--- src/rtl/alu_pkg.sv ---
// Shared definitions for the streaming ALU.
// Holds the opcode encoding, the FSM state type and a reference function
// alu_expected() that computes result and flags for any width up to MAXW.
// Monitors and checkers call alu_expected() to predict the unit's output.
package alu_pkg;

    localparam int OPW  = 3;
    localparam int MAXW = 32;

    localparam logic [OPW-1:0] OP_ADD = 3'd0;
    localparam logic [OPW-1:0] OP_SUB = 3'd1;
    localparam logic [OPW-1:0] OP_MUL = 3'd2;
    localparam logic [OPW-1:0] OP_DIV = 3'd3;
    localparam logic [OPW-1:0] OP_AND = 3'd4;
    localparam logic [OPW-1:0] OP_NOT = 3'd5;
    localparam logic [OPW-1:0] OP_OR  = 3'd6;
    localparam logic [OPW-1:0] OP_XOR = 3'd7;

    typedef enum logic [0:0] {
        ST_IDLE     = 1'b0,
        ST_DIV_BUSY = 1'b1
    } state_t;

    typedef struct packed {
        logic [MAXW-1:0] y;
        logic            carry;
        logic            zero;
        logic            dz;
    } alu_res_t;

    // Operands are taken as unsigned values truncated to 'width' bits.
    function automatic alu_res_t alu_expected(input logic [MAXW-1:0] a,
                                              input logic [MAXW-1:0] b,
                                              input logic [OPW-1:0]  op,
                                              input int              width);
        logic [2*MAXW-1:0] mask;
        logic [2*MAXW-1:0] wa;
        logic [2*MAXW-1:0] wb;
        logic [2*MAXW-1:0] r;
        alu_res_t          res;
        mask = (64'd1 << width) - 64'd1;
        wa   = {{MAXW{1'b0}}, a} & mask;
        wb   = {{MAXW{1'b0}}, b} & mask;
        r    = '0;
        res  = '0;
        case (op)
            OP_ADD: begin r = wa + wb; res.carry = r[width]; end
            OP_SUB: begin r = wa - wb; res.carry = (wa < wb); end
            OP_MUL: begin r = wa * wb; res.carry = (((r >> width) & mask) != '0); end
            OP_DIV: begin
                if (wb == '0) begin r = '0; res.dz = 1'b1; end
                else          r = wa / wb;
            end
            OP_AND: r = wa & wb;
            OP_NOT: r = ~wa;
            OP_OR:  r = wa | wb;
            OP_XOR: r = wa ^ wb;
            default: r = '0;
        endcase
        r        = r & mask;
        res.y    = r[MAXW-1:0];
        res.zero = (r == '0);
        return res;
    endfunction

endpackage

--- src/rtl/alu_stream_unit_if.sv ---
// Handshake bundle for alu_stream_unit.
// Input side:  in_valid/in_ready with operands in_a, in_b and opcode in_op.
// Output side: out_valid/out_ready with result out_y and flags
//              out_carry, out_zero, out_dz; busy marks divider iteration.
// master = stimulus/consumer side, slave = the ALU.
interface alu_stream_unit_if
    import alu_pkg::*;
#(
    parameter int WIDTH = 8
) ();

    logic             in_valid;
    logic             in_ready;
    logic [WIDTH-1:0] in_a;
    logic [WIDTH-1:0] in_b;
    logic [OPW-1:0]   in_op;
    logic             out_valid;
    logic             out_ready;
    logic [WIDTH-1:0] out_y;
    logic             out_carry;
    logic             out_zero;
    logic             out_dz;
    logic             busy;

    modport master (
        output in_valid, in_a, in_b, in_op, out_ready,
        input  in_ready, out_valid, out_y, out_carry, out_zero, out_dz, busy
    );

    modport slave (
        input  in_valid, in_a, in_b, in_op, out_ready,
        output in_ready, out_valid, out_y, out_carry, out_zero, out_dz, busy
    );

endinterface

--- src/rtl/seq_divider.sv ---
// Unsigned restoring divider, one quotient bit per cycle, MSB first.
// Ports: clk, reset (async, active-high), start (load operands),
//        dividend, divisor, done (high in the cycle the last bit is formed),
//        quotient (valid while done is high).
// The last iteration is presented combinationally so the caller can capture
// the quotient on the same edge that completes the division.
module seq_divider #(
    parameter int WIDTH = 8
) (
    input  logic             clk,
    input  logic             reset,
    input  logic             start,
    input  logic [WIDTH-1:0] dividend,
    input  logic [WIDTH-1:0] divisor,
    output logic             done,
    output logic [WIDTH-1:0] quotient
);

    localparam int CW = $clog2(WIDTH);

    logic             active_q,  active_d;
    logic [CW-1:0]    count_q,   count_d;
    logic [WIDTH-1:0] rem_q,     rem_d;
    logic [WIDTH-1:0] quo_q,     quo_d;
    logic [WIDTH-1:0] divisor_q, divisor_d;

    logic [WIDTH:0]   rem_shift;
    logic [WIDTH-1:0] diff;
    logic             fits;
    logic [WIDTH-1:0] step_rem;
    logic [WIDTH-1:0] step_quo;
    logic             last;

    // NOTE: every always_comb output gets a default first and uses blocking
    // assignments, so no path leaves a signal unassigned (no latch).
    always_comb begin
        rem_shift = {rem_q, quo_q[WIDTH-1]};
        fits      = (rem_shift >= {1'b0, divisor_q});
        // When the divisor fits, the true difference is below 2^WIDTH.
        diff      = rem_shift[WIDTH-1:0] - divisor_q;
        step_rem  = fits ? diff : rem_shift[WIDTH-1:0];
        step_quo  = {quo_q[WIDTH-2:0], fits};
        last      = (count_q == CW'(WIDTH - 1));

        active_d  = active_q;
        count_d   = count_q;
        rem_d     = rem_q;
        quo_d     = quo_q;
        divisor_d = divisor_q;

        if (start) begin
            active_d  = 1'b1;
            count_d   = '0;
            rem_d     = '0;
            quo_d     = dividend;
            divisor_d = divisor;
        end else if (active_q) begin
            rem_d   = step_rem;
            quo_d   = step_quo;
            count_d = count_q + CW'(1);
            if (last) active_d = 1'b0;
        end
    end

    assign done     = active_q && last;
    assign quotient = step_quo;

    // NOTE: sequential state uses non-blocking assignments only. The datapath
    // registers are reset too, so a reset mid-divide leaves no partial result.
    always_ff @(posedge clk or posedge reset) begin
        if (reset) begin
            active_q  <= 1'b0;
            count_q   <= '0;
            rem_q     <= '0;
            quo_q     <= '0;
            divisor_q <= '0;
        end else begin
            active_q  <= active_d;
            count_q   <= count_d;
            rem_q     <= rem_d;
            quo_q     <= quo_d;
            divisor_q <= divisor_d;
        end
    end

endmodule

--- src/rtl/alu_stream_unit.sv ---
// Streaming ALU with valid/ready handshakes on input and output.
// Ports: clk, reset (async, active-high), bus (alu_stream_unit_if.slave)
//        carrying the operand beat, the result beat, flags and busy.
// Single-cycle ops load result and flags on the accept edge. DIV with a
// nonzero divisor runs seq_divider for WIDTH cycles; DIV by zero completes
// in one cycle with out_dz set.
module alu_stream_unit
    import alu_pkg::*;
#(
    parameter int WIDTH = 8
) (
    input  logic               clk,
    input  logic               reset,
    alu_stream_unit_if.slave   bus
);

    state_t           state_q,     state_d;
    logic             out_valid_q, out_valid_d;
    logic [WIDTH-1:0] out_y_q,     out_y_d;
    logic             carry_q,     carry_d;
    logic             zero_q,      zero_d;
    logic             dz_q,        dz_d;

    logic             accept;
    logic             div_start;
    logic             div_done;
    logic [WIDTH-1:0] div_quotient;

    logic [WIDTH:0]     sum;
    logic [2*WIDTH-1:0] prod;
    logic [WIDTH-1:0]   alu_y;
    logic               alu_carry;
    logic               alu_dz;

    // Combinational from out_ready: a retiring result frees the slot now.
    assign bus.in_ready = (state_q == ST_IDLE) && (!out_valid_q || bus.out_ready);
    assign accept       = bus.in_valid && bus.in_ready;
    assign div_start    = accept && (bus.in_op == OP_DIV) && (bus.in_b != '0);

    seq_divider #(.WIDTH(WIDTH)) u_div (
        .clk      (clk),
        .reset    (reset),
        .start    (div_start),
        .dividend (bus.in_a),
        .divisor  (bus.in_b),
        .done     (div_done),
        .quotient (div_quotient)
    );

    // Single-cycle datapath; DIV here only covers the divide-by-zero case.
    always_comb begin
        sum       = {1'b0, bus.in_a} + {1'b0, bus.in_b};
        prod      = {{WIDTH{1'b0}}, bus.in_a} * {{WIDTH{1'b0}}, bus.in_b};
        alu_y     = '0;
        alu_carry = 1'b0;
        alu_dz    = 1'b0;
        case (bus.in_op)
            OP_ADD: begin alu_y = sum[WIDTH-1:0]; alu_carry = sum[WIDTH]; end
            OP_SUB: begin alu_y = bus.in_a - bus.in_b; alu_carry = (bus.in_a < bus.in_b); end
            OP_MUL: begin alu_y = prod[WIDTH-1:0]; alu_carry = |prod[2*WIDTH-1:WIDTH]; end
            OP_DIV: alu_dz = (bus.in_b == '0);
            OP_AND: alu_y = bus.in_a & bus.in_b;
            OP_NOT: alu_y = ~bus.in_a;
            OP_OR:  alu_y = bus.in_a | bus.in_b;
            OP_XOR: alu_y = bus.in_a ^ bus.in_b;
            default: alu_y = '0;
        endcase
    end

    always_comb begin
        state_d     = state_q;
        out_valid_d = out_valid_q;
        out_y_d     = out_y_q;
        carry_d     = carry_q;
        zero_d      = zero_q;
        dz_d        = dz_q;

        if (out_valid_q && bus.out_ready) out_valid_d = 1'b0;

        case (state_q)
            ST_IDLE: begin
                if (div_start) begin
                    state_d = ST_DIV_BUSY;
                end else if (accept) begin
                    out_valid_d = 1'b1;
                    out_y_d     = alu_y;
                    carry_d     = alu_carry;
                    zero_d      = (alu_y == '0);
                    dz_d        = alu_dz;
                end
            end
            ST_DIV_BUSY: begin
                // out_valid is already clear here: entry required a free slot.
                if (div_done) begin
                    state_d     = ST_IDLE;
                    out_valid_d = 1'b1;
                    out_y_d     = div_quotient;
                    carry_d     = 1'b0;
                    zero_d      = (div_quotient == '0);
                    dz_d        = 1'b0;
                end
            end
            default: state_d = ST_IDLE;
        endcase
    end

    always_ff @(posedge clk or posedge reset) begin
        if (reset) begin
            state_q     <= ST_IDLE;
            out_valid_q <= 1'b0;
            out_y_q     <= '0;
            carry_q     <= 1'b0;
            zero_q      <= 1'b0;
            dz_q        <= 1'b0;
        end else begin
            state_q     <= state_d;
            out_valid_q <= out_valid_d;
            out_y_q     <= out_y_d;
            carry_q     <= carry_d;
            zero_q      <= zero_d;
            dz_q        <= dz_d;
        end
    end

    assign bus.out_valid = out_valid_q;
    assign bus.out_y     = out_y_q;
    assign bus.out_carry = carry_q;
    assign bus.out_zero  = zero_q;
    assign bus.out_dz    = dz_q;
    assign bus.busy      = (state_q == ST_DIV_BUSY);

endmodule

--- src/flat_wrapper.sv ---
// flat-port wrapper written by rule: the top's interface ports become plain ports
module alu_stream_unit_flat import alu_pkg::*;
#(
    parameter int WIDTH = 8
)
  (clk, reset, bus_in_valid, bus_in_a, bus_in_b, bus_in_op, bus_out_ready, bus_in_ready, bus_out_valid, bus_out_y, bus_out_carry, bus_out_zero, bus_out_dz, bus_busy);
  alu_stream_unit_if #(.WIDTH(WIDTH)) bus_i ();
  input  logic clk;
  input  logic reset;
  input wire logic [$bits(bus_i.in_valid)-1:0] bus_in_valid;
  input wire logic [$bits(bus_i.in_a)-1:0] bus_in_a;
  input wire logic [$bits(bus_i.in_b)-1:0] bus_in_b;
  input wire logic [$bits(bus_i.in_op)-1:0] bus_in_op;
  input wire logic [$bits(bus_i.out_ready)-1:0] bus_out_ready;
  output wire logic [$bits(bus_i.in_ready)-1:0] bus_in_ready;
  output wire logic [$bits(bus_i.out_valid)-1:0] bus_out_valid;
  output wire logic [$bits(bus_i.out_y)-1:0] bus_out_y;
  output wire logic [$bits(bus_i.out_carry)-1:0] bus_out_carry;
  output wire logic [$bits(bus_i.out_zero)-1:0] bus_out_zero;
  output wire logic [$bits(bus_i.out_dz)-1:0] bus_out_dz;
  output wire logic [$bits(bus_i.busy)-1:0] bus_busy;
  assign bus_i.in_valid = bus_in_valid;
  assign bus_i.in_a = bus_in_a;
  assign bus_i.in_b = bus_in_b;
  assign bus_i.in_op = bus_in_op;
  assign bus_i.out_ready = bus_out_ready;
  assign bus_in_ready = bus_i.in_ready;
  assign bus_out_valid = bus_i.out_valid;
  assign bus_out_y = bus_i.out_y;
  assign bus_out_carry = bus_i.out_carry;
  assign bus_out_zero = bus_i.out_zero;
  assign bus_out_dz = bus_i.out_dz;
  assign bus_busy = bus_i.busy;
  alu_stream_unit #(.WIDTH(WIDTH)) u_core (.clk(clk), .reset(reset), .bus(bus_i));
endmodule
--- config.mk ---
export PLATFORM = sky130hd
export DESIGN_NAME = alu_stream_unit_flat
export DESIGN_NICKNAME = d
export VERILOG_FILES = /design/src/rtl/alu_pkg.sv /design/src/rtl/alu_stream_unit_if.sv /design/src/rtl/seq_divider.sv /design/src/rtl/alu_stream_unit.sv /design/src/flat_wrapper.sv
export SDC_FILE = /design/constraint.sdc
export NUM_CORES = 1
export LEC_CHECK = 0
export ABC_AREA = 0
export CAP_MARGIN = 0
export CORE_UTILIZATION = 55
export CTS_BUF_LIST = sky130_fd_sc_hd__clkbuf_16
export CTS_CLUSTER_SIZE = 12
export DETAILED_ROUTE_END_ITERATION = 10
export GPL_ROUTABILITY_DRIVEN = 0
export PLACE_DENSITY = 0.76
export SLEW_MARGIN = 5
export SYNTH_ARGS = -nofsm -noshare
export SYNTH_HDL_FRONTEND = slang
export SYNTH_SLANG_ARGS = --single-unit
--- constraint.sdc ---
create_clock -name clk -period 2.28 [get_ports clk]
set_clock_uncertainty 0.05 [all_clocks]
set_input_delay 0.342 -clock clk [delete_from_list [all_inputs] [get_ports clk]]
set_output_delay 0.342 -clock clk [all_outputs]
set_load 0.05 [all_outputs]
==> results_dict.tcl, run 1 <==
set metrics [dict create \
    status "finished with violations" \
    violations "setup timing" \
    async_reset_ff_frac 1.00 \
    cp_num_buf_inv 3 \
    h-tree-depth 2 \
    relSlewSlack 0.643 \
    antenna_found_initial 0 \
    crit_fanout 7 \
    final_util 0.813 \
    core_area_um2 9770 \
    worstMarginPinSlew_ps 536 \
    synth_top_family_by_area "adder cells" \
    cap_violations 0 \
    cts_buffers 5 \
    synth_xor_area_frac 0.0220 \
    clk_latency_ps 300 \
    timing.final.ws_setup_ps -2180 \
    ctsHoldBuffers 0 \
    synthFlopType "dfrtp_1" \
    worstPathRequired_ps 2380 \
    via_count 5751 \
    die-area_um2 10500 \
    place_hpwl_um 13700 \
    hold_depth 3 \
    synth.avg_cell_area_um2 8.38 \
    vias_per_cell 5.89 \
    crit_start "bus_in_b[4]" \
    setup_viol 8 \
    crit_family "adder cells" \
    gr-total-overflow 0 \
    cts_root_buffer "clkbuf_16" \
    grt_start_max_net_pins 42 \
    grt_pass1_wl_um 28000 \
    grt_pass1_vias 5890 \
    cts_sinks 41 \
    start_kind "input pin" \
    finalWirelength_um 18300 \
    drc 0 \
    clockBufferDepth 2 \
    area_growth_syn_to_layout_pct 42.6 \
    dr.pass1.iters 5 \
    synth.largest_area_cell "dfrtp_1" \
    drv_slew 0 \
    yosys.area.top_type_share 0.184 \
    reg2reg_depth 8 \
    synth_area_um2 5570 \
    fp.dieH_um 103 \
    start_util 0.570 \
    synth_fa_ha_area_frac 0.297 \
    hold_violations 0 \
    cts_tree "yes" \
    nNetsFinal 974 \
    synth_edf_count 0 \
    io_buffer_count 36 \
    peakVddDrop_mv 1.10 \
    min_path_type "input pin to flip-flop" \
    fin_crit_sh 1.96 \
    ioPinCount 37 \
    cp_num_cells 16 \
    crit_chain "buf_12, ha_4, fa_1, inv_2, fa_1, fa_1, fa_1, inv_2, ha_4, and3_4, a21bo_4, a311oi_4, o41ai_2, xnor2_1, nor4_2, o211ai_1" \
    grt_usage 0.349 \
    chipWidth_um 103 \
    yosys.area_share.simple 0.159 \
    avgRoutedWirePerCell_um 18.8 \
    synth_nets 797 \
    hold_slack_ps 283 \
    rr_startpoint "u_core.u_div.rem_q[0]$_DFFE_PP0P_" \
    cp.arrival_ps 4560 \
    end_kind "flip-flop" \
    ys_seq_area_frac 0.184 \
    diodes 0 \
    holdCritStartpoint "bus_in_a[4]" \
    yosys_warnings 0 \
    ant_nets 0 \
    drive_gt1_frac 0.353 \
    crit_type "input pin to flip-flop" \
    synthTopCellsByArea "dfrtp_1, ha_1, fa_1" \
    rsz0062_at_grt "yes" \
    layout_commonest_cell "buf_4" \
    layout_common_cells "buf_4, inv_1, nor2_1" \
    synthCells 665 \
    synth-compound-area-share 0.180 \
    synth_cell_types 69 \
    clkTransAtPathRegs_ps 70 \
    synthMuxAreaShare 0.0629 \
    leakage_uw 0.00381 \
    slowest_delay_ps 570 \
    synth-seq-cells 41 \
    fmax_ghz 0.224 \
    p_per_area_nw_per_um2 1050 \
    slowest_stage "fa_1" \
    cpMostUsedCell "fa_1" \
    fin_crit_ps 4460 \
    drt_iter0_drc 373 \
    rows 36 \
]
[synthesized netlist by cell type, types with 2 or more instances]
cell type	instances
and3_1	3
nor4_1	5
o211ai_1	5
a22oi_1	3
clkbuf_8	3
xor2_1	5
o21ai_0	43
o21bai_1	4
dfrtp_1	41
o21ai_1	2
clkbuf_1	10
a21oi_1	46
nand2b_1	10
a211oi_1	7
nand2_1	61
or3_1	5
nand4_1	5
nor2b_1	7
o41ai_1	2
nor2_1	64
inv_1	98
o31a_1	3
nor3_1	5
o21a_1	4
a31oi_1	6
buf_2	5
o22ai_1	3
nand3b_1	2
clkinv_1	3
a211o_1	3
xnor2_1	9
or2_2	2
a311oi_1	2
a21o_1	8
and4b_1	2
nand3_1	14
mux2_2	4
mux4_2	6
a22o_1	2
fa_1	39
ha_1	70
mux2i_1	17
[cells by family (layout without fill, tap and decap cells)]
kind of cell / Yosys count / after routing
compound gates: 159 / 159
xor+xnor: 14 / 14
fa+ha+maj: 109 / 109
buf+inv: 124 / 302
flops: 41 / 41
mux: 27 / 27
simple gates: 191 / 191
[layer usage]
layer | wire [µm] | track usage | part of all wire | vias to the layer above
li1 | - | - | - | 2631
met1 | 6910 | 0.401 | 0.38 | 2765
met2 | 9080 | 0.612 | 0.50 | 272
met3 | 1300 | 0.0664 | 0.071 | 83
met4 | 1010 | 0.191 | 0.055 | 0
met5 | 0 | 0 | 0 | -
[metrics by stage]
| stage | area [µm²] | total power [µW] | setup WS, ps | instances | TNS [ps] |
|---|---|---|---|---|---|
| detailed placement | 7160 | 6700 | -2980 | 948 | -24880 |
| global route | 7950 | 8910 | -2270 | 976 | -11040 |
| global placement | 7160 | 6430 | -2770 | 948 | -22510 |
| CTS | 7710 | 7830 | -2150 | 970 | -10470 |
| finish | 7950 | 8320 | -2180 | 976 | -9880 |
| floorplan | 5780 | 4900 | -1970 | 665 | -8100 |
[registers in the layout, summed over array words and instances, names as in the netlist]
signal and flops:
u_core.bus.out_y 8, u_core.u_div.count_q 3, u_core.bus.out_zero 1, u_core.bus.out_carry 1, u_core.bus.out_valid 1, u_core.u_div.rem_q 8
u_core.u_div.quo_q 8, u_core.bus.out_dz 1, u_core.u_div.divisor_q 8, u_core.u_div.active_q 1, u_core.bus.busy 1
[what timing repair did]
action | CTS | global route
pin swaps | 47 | 35
setup buffers | 14 | 11
endpoints found under the setup margin | 17 | 16
resized for setup | 150 | 53
endpoints found under the hold margin | 0 | 0
[path summary, 6_finish.rpt]
| check | end | slack [ps] |
|---|---|---|
| worst max register to register | u_core.u_div.rem_q[1]$_DFFE_PP0P_ | 80 |
| worst min register to register | u_core.u_div.divisor_q[5]$_DFFE_PP0P_ | 440 |
| max in group asynchronous | u_core.u_div.quo_q[2]$_DFFE_PP0P_ | 1360 |
| worst max-delay path | u_core.bus.out_carry$_DFFE_PP0P_ | -2180 |
| min in group asynchronous | u_core.bus.out_y[4]$_DFFE_PP0P_ | 440 |
| worst min-delay path | u_core.u_div.quo_q[4]$_DFFE_PP0P_ | 280 |
[tightest hold or removal path, cell delays in order]
cell,delay [ps]
buf_12,100
nor2_1,50
a21oi_1,100
[final cells by class]
cell class	instances	area, µm²
well taps	133	166
flip-flops and latches	41	1030
inverters	102	400
fillers	562	1830
clock buffers	5	125
multi-input cells	500	4570
repair buffers	192	1640
clock inverters	3	25.0
[report_power, final]
group	internal, µW	switching (µW)	total (µW)
combinational	2940	3310	6250
sequential	1080	261	1340
clock	412	322	734
Power figures use the tool's default switching activity.
==> run 2: changes to the inputs <==
- ABC_CLOCK_PERIOD_IN_PS: unset -> 2280
- CORE_ASPECT_RATIO: unset -> 1.5
==> run 2 against run 1 <==
Compared with the run above: the run ends with DRC, setup timing left; sequential share of layout area is 0.23 points lower; final cell count fell by 1.1%; sequential power hardly changed; fmax increased by 7.0%; flip-flop and latch count stayed put; register-to-register slack lost 130 ps; worst hold slack better by 140 ps; clock power decreased by 7.4%; wire length is 8.9% higher; first-iteration DRC count up 15%.
==> results_dict.tcl, run 2 (synthesis gave the netlist of run 1 again) <==
set metrics [dict create \
    reg2reg_depth 9 \
    core_area_um2 9740 \
    clk_latency_ps 290 \
    cp_num_buf_inv 2 \
    crit_fanout 6 \
    min_path_type "input pin to flip-flop" \
    fmax_ghz 0.240 \
    leakage_uw 0.00383 \
    ctsHoldBuffers 0 \
    antenna_found_initial 1 \
    status "finished with violations" \
    via_count 5950 \
    die-area_um2 10500 \
    slowest_stage "fa_1" \
    relSlewSlack 0.580 \
    reg2reg_setup_slack_ps -50 \
    io_buffer_count 36 \
    hold_slack_ps 421 \
    place_inst 924 \
    chipWidth_um 84.2 \
    nNetsFinal 980 \
    cts_buffers 5 \
    holdCritStartpoint "bus_in_a[3]" \
    gr-total-overflow 0 \
    grt_usage 0.355 \
    layout_common_cells "buf_4, inv_1, nand2_1" \
    drv_slew 0 \
    grt_pass1_wl_um 29100 \
    clkTransAtPathRegs_ps 60 \
    h-tree-depth 2 \
    drc 4 \
    fp.dieH_um 125 \
    p_per_area_nw_per_um2 1060 \
    grt_pass1_vias 5932 \
    end_kind "flip-flop" \
    avgRoutedWirePerCell_um 20.7 \
    area_growth_syn_to_layout_pct 45.2 \
    fin_crit_ps 4170 \
    peakVddDrop_mv 1.26 \
    worstPathRequired_ps 2390 \
    crit_start "bus_in_b[5]" \
    crit_chain "clkbuf_4, nand2_4, fa_1, fa_1, fa_1, fa_1, inv_2, ha_4, and3_4, a21bo_4, a311oi_4, o41ai_2, xnor2_1, nor4_2, o211ai_1" \
    ioPinCount 37 \
    crit_family "adder cells" \
    setup_viol 9 \
    slowest_delay_ps 560 \
    start_util 0.572 \
    stdcell_count 965 \
    violations "DRC, setup timing" \
    start_kind "input pin" \
    fin_crit_sh 1.83 \
    layout_commonest_cell "buf_4" \
    rsz0062_at_grt "yes" \
    cp_num_cells 15 \
    drive_gt1_frac 0.376 \
    ant_nets 0 \
    place_hpwl_um 13400 \
    timing.final.ws_setup_ps -1890 \
    cap_violations 0 \
    cp.arrival_ps 4280 \
    dr.pass1.iters 9 \
    clockBufferDepth 2 \
    cts_root_buffer "clkbuf_16" \
    finalWirelength_um 19900 \
    cts_sinks 41 \
    cpMostUsedCell "fa_1" \
    post-place-ws_ps -2830 \
    rows 44 \
    fin_tns_setup_ps -9710 \
    power_uw 8600 \
    worstMarginPinSlew_ps 630 \
    vias_per_cell 6.17 \
    cts_tree "yes" \
    rr_startpoint "u_core.u_div.rem_q[4]$_DFFE_PP0P_" \
    grt_start_max_net_pins 42 \
    drt_iter0_drc 430 \
    hold_depth 4 \
    hold_violations 0 \
    crit_type "input pin to flip-flop" \
    fillers 531 \
]
-- run 2: cell types whose count changed in the layout (fill, tap and decap cells not counted), moves of 3 or more --
cell	change
buf_4	+5
ha_1	-6
nand2_2	-3
nor2_1	-5
buf_8	+3
nor2_2	+5
ha_4	+5
nand2_1	+3
-- run 2: metal layers --
layer | vias up | wire length [µm] | track usage
li1 | 2634 | - | -
met1 | 2869 | 6520 | 0.361
met2 | 328 | 10400 | 0.666
met3 | 119 | 1230 | 0.0403
met4 | 0 | 1760 | 0.243
met5 | - | 0 | 0
-- run 2: what timing repair did --
action | in CTS | in global routing
cloned | 0 | 0
endpoints found under the hold margin | 0 | 0
pin swaps | 45 | 51
endpoints found under the setup margin | 15 | 17
gates resized for setup | 156 | 72
buffers inserted | 16 | 20
-- run 2: path summary, 6_finish.rpt --
path / endpoint
max: u_core.bus.out_carry$_DFFE_PP0P_
min: u_core.u_div.quo_q[3]$_DFFE_PP0P_
max reg2reg: u_core.bus.out_zero$_DFFE_PP0P_
min reg2reg: u_core.bus.out_y[7]$_DFFE_PP0P_
max in group asynchronous: u_core.u_div.rem_q[4]$_DFFE_PP0P_
min in group asynchronous: u_core.bus.out_zero$_DFFE_PP0P_
-- run 2: area by class of cell --
| type | count | area [µm²] | area share |
|---|---|---|---|
| Multi-Input combinational cell | 500 | 4680 | 0.579 |
| Timing Repair Buffer | 198 | 1700 | 0.210 |
| Sequential cell | 41 | 1030 | 0.127 |
| Inverter | 102 | 404 | 0.0499 |
| Tap cell | 115 | 144 | 0.0178 |
| Clock buffer | 5 | 125 | 0.0155 |
| Clock inverter | 3 | 12.5 | 0.00155 |
| Antenna cell | 1 | 2.50 | 0.000309 |
-- run 2: stage by stage --
stage	instance area, µm²	util
after floorplan	5780	-
after global placement	7100	0.728
after detailed placement	7100	0.728
after CTS	7660	0.786
after global routing	8090	0.830
final	8090	0.830
-- run 2: where the power goes --
part | total [µW] | switching (µW) | leakage [µW] | internal [µW]
Combinational | 6550 | 3460 | 0.00327 | 3100
Sequential | 1370 | 289 | 0.000493 | 1080
Clock | 680 | 284 | 0.0000687 | 396
Total | 8600 | 4030 | 0.00383 | 4570
-- run 2: worst min-delay path, delay by kind of cell --
| kind | cells | cell delay [ps] |
|---|---|---|
| AO/OA/AOI/OAI | 1 | 100 |
| buffers and inverters | 2 | 220 |
| AND/OR/NAND/NOR | 1 | 50 |
==> run 3: changes to the inputs <==
==> constraint.sdc (replaced) <==
create_clock -name clk -period 2.28 [get_ports clk]
set_clock_uncertainty 0.05 [all_clocks]
set_input_delay 0.228 -clock clk [delete_from_list [all_inputs] [get_ports clk]]
set_output_delay 0.228 -clock clk [all_outputs]
set_load 0.05 [all_outputs]
==> run 3 against run 2 <==
Compared with the run above: the flow still finishes with violations (DRC, setup timing); utilization is 3.1 points lower; combinational power is 1% lower; worst setup slack worse by 31 ps; clock-buffer cell count stayed put; via count is 2.1% lower; non-clock buffer count is 24 lower.
==> results_dict.tcl, run 3 (synthesis gave the netlist of run 1 again) <==
set metrics [dict create \
    grt_usage 0.351 \
    nNetsFinal 956 \
    avgRoutedWirePerCell_um 19.8 \
    p_per_area_nw_per_um2 1110 \
    cts_tree "yes" \
    antenna_found_initial 0 \
    ioPinCount 37 \
    h-tree-depth 2 \
    grt_start_max_net_pins 42 \
    hold_slack_ps 320 \
    grtUsageMet3 0.0429 \
    grt_pass1_vias 6053 \
    via_count 5826 \
    end_kind "flip-flop" \
    final_util 0.800 \
    crit_type "input pin to flip-flop" \
    io_buffer_count 36 \
    rr_endpoint "u_core.bus.out_zero$_DFFE_PP0P_" \
    dr.pass1.iters 9 \
    regArea_um2 1030 \
    ant_nets 0 \
    worstPathRequired_ps 2390 \
    fmax_ghz 0.238 \
    status "finished with violations" \
    die-area_um2 10500 \
    gr-usage-met1 0.356 \
    post-place-ws_ps -2880 \
    clk_latency_ps 290 \
    drt_iter0_drc 616 \
    crit_start "bus_in_b[4]" \
    relSlewSlack 0.637 \
    cap_violations 0 \
    start_kind "input pin" \
    reg2reg_setup_slack_ps -40 \
    crit_fanout 6 \
    gr-total-overflow 0 \
    fin_crit_sh 1.84 \
    fin_tns_setup_ps -8930 \
    core_area_um2 9740 \
    clockBufferDepth 2 \
    rsz0062_at_grt "yes" \
    fin_crit_ps 4200 \
    grt_use_met2 0.635 \
    start_util 0.572 \
    area_growth_syn_to_layout_pct 39.9 \
    rr_startpoint "u_core.u_div.divisor_q[5]$_DFFE_PP0P_" \
    fillers 613 \
    fp.dieH_um 125 \
    drc 2 \
    drv_slew 0 \
    layout_common_cells "buf_4, inv_1, nand2_1" \
    peakVddDrop_mv 1.44 \
    timing.final.ws_setup_ps -1920 \
    multi_input_area_um2 4570 \
    place_hpwl_um 13600 \
    violations "DRC, setup timing" \
    layout_commonest_cell "buf_4" \
    worstMarginPinSlew_ps 545 \
    diodes 0 \
    finalWirelength_um 18600 \
    hold_violations 0 \
    busiest_layer "met2" \
    setup_viol 9 \
    rows 44 \
    grt_pass1_wl_um 29000 \
    chipWidth_um 84.2 \
    power_uw 8660 \
    cts_root_buffer "clkbuf_16" \
    leakage_uw 0.00372 \
    cts_sinks 41 \
    cts_buffers 5 \
    min_path_type "input pin to asynchronous set/reset pin" \
    reg2reg_depth 10 \
    drive_gt1_frac 0.336 \
    clkTransAtPathRegs_ps 60 \
    cp.arrival_ps 4310 \
    vias_per_cell 6.20 \
]
==> run 3: where the power goes <==
group / internal (µW) / total, µW / switching [µW]
Clock: 515 / 817 / 302
Sequential: 1080 / 1350 / 278
Combinational: 2990 / 6480 / 3500
==> run 3: worst max-delay path by stage <==
stage | to | cells past startpoint
2_1_floorplan | u_core.bus.out_carry$_DFFE_PP0P_ | 15
3_3_place_gp | u_core.bus.out_carry$_DFFE_PP0P_ | 16
3_5_place_dp | u_core.bus.out_carry$_DFFE_PP0P_ | 17
4_1_cts | u_core.bus.out_carry$_DFFE_PP0P_ | 17
5_1_grt | u_core.bus.out_carry$_DFFE_PP0P_ | 17
6_report | u_core.bus.out_carry$_DFFE_PP0P_ | 17
==> run 3: stage by stage <==
stage,cell area [µm²],std cells
2_1_floorplan,5770,665
3_3_place_gp,7050,918
3_5_place_dp,7050,918
4_1_cts,7580,934
5_1_grt,7790,940
6_report,7790,940
==> run 3: routing by layer <==
metal	routed length (µm)	vias up
met5	0	-
met4	1920	0
met3	1060	128
met2	9520	356
met1	6150	2762
li1	-	2580
==> run 3: what timing repair did <==
action / CTS / global route
resized for setup: 153 / 41
buffers inserted: 8 / 7
hold buffers: 0 / 0
pin swaps: 39 / 30
endpoints found under the setup margin: 9 / 18
==> run 3: final cells by class <==
cell class                      count  share of cell area
Multi-Input combinational cell    500               0.586
Inverter                          102              0.0520
Sequential cell                    41               0.132
Timing Repair Buffer              174               0.190
Tap cell                          115              0.0185
Clock inverter                      3             0.00546
Clock buffer                        5              0.0161
==> run 3: worst max-delay path, stage by stage <==
cell and delay (ps):
buf_12 110, ha_4 160, fa_1 500, inv_1 50, fa_1 500, fa_1 440
fa_1 510, inv_2 50, ha_4 260, and3_4 190, buf_6 90, a21bo_4 240
a311oi_4 330, o41ai_2 100, xnor2_1 140, nor4_2 310, o211ai_1 120
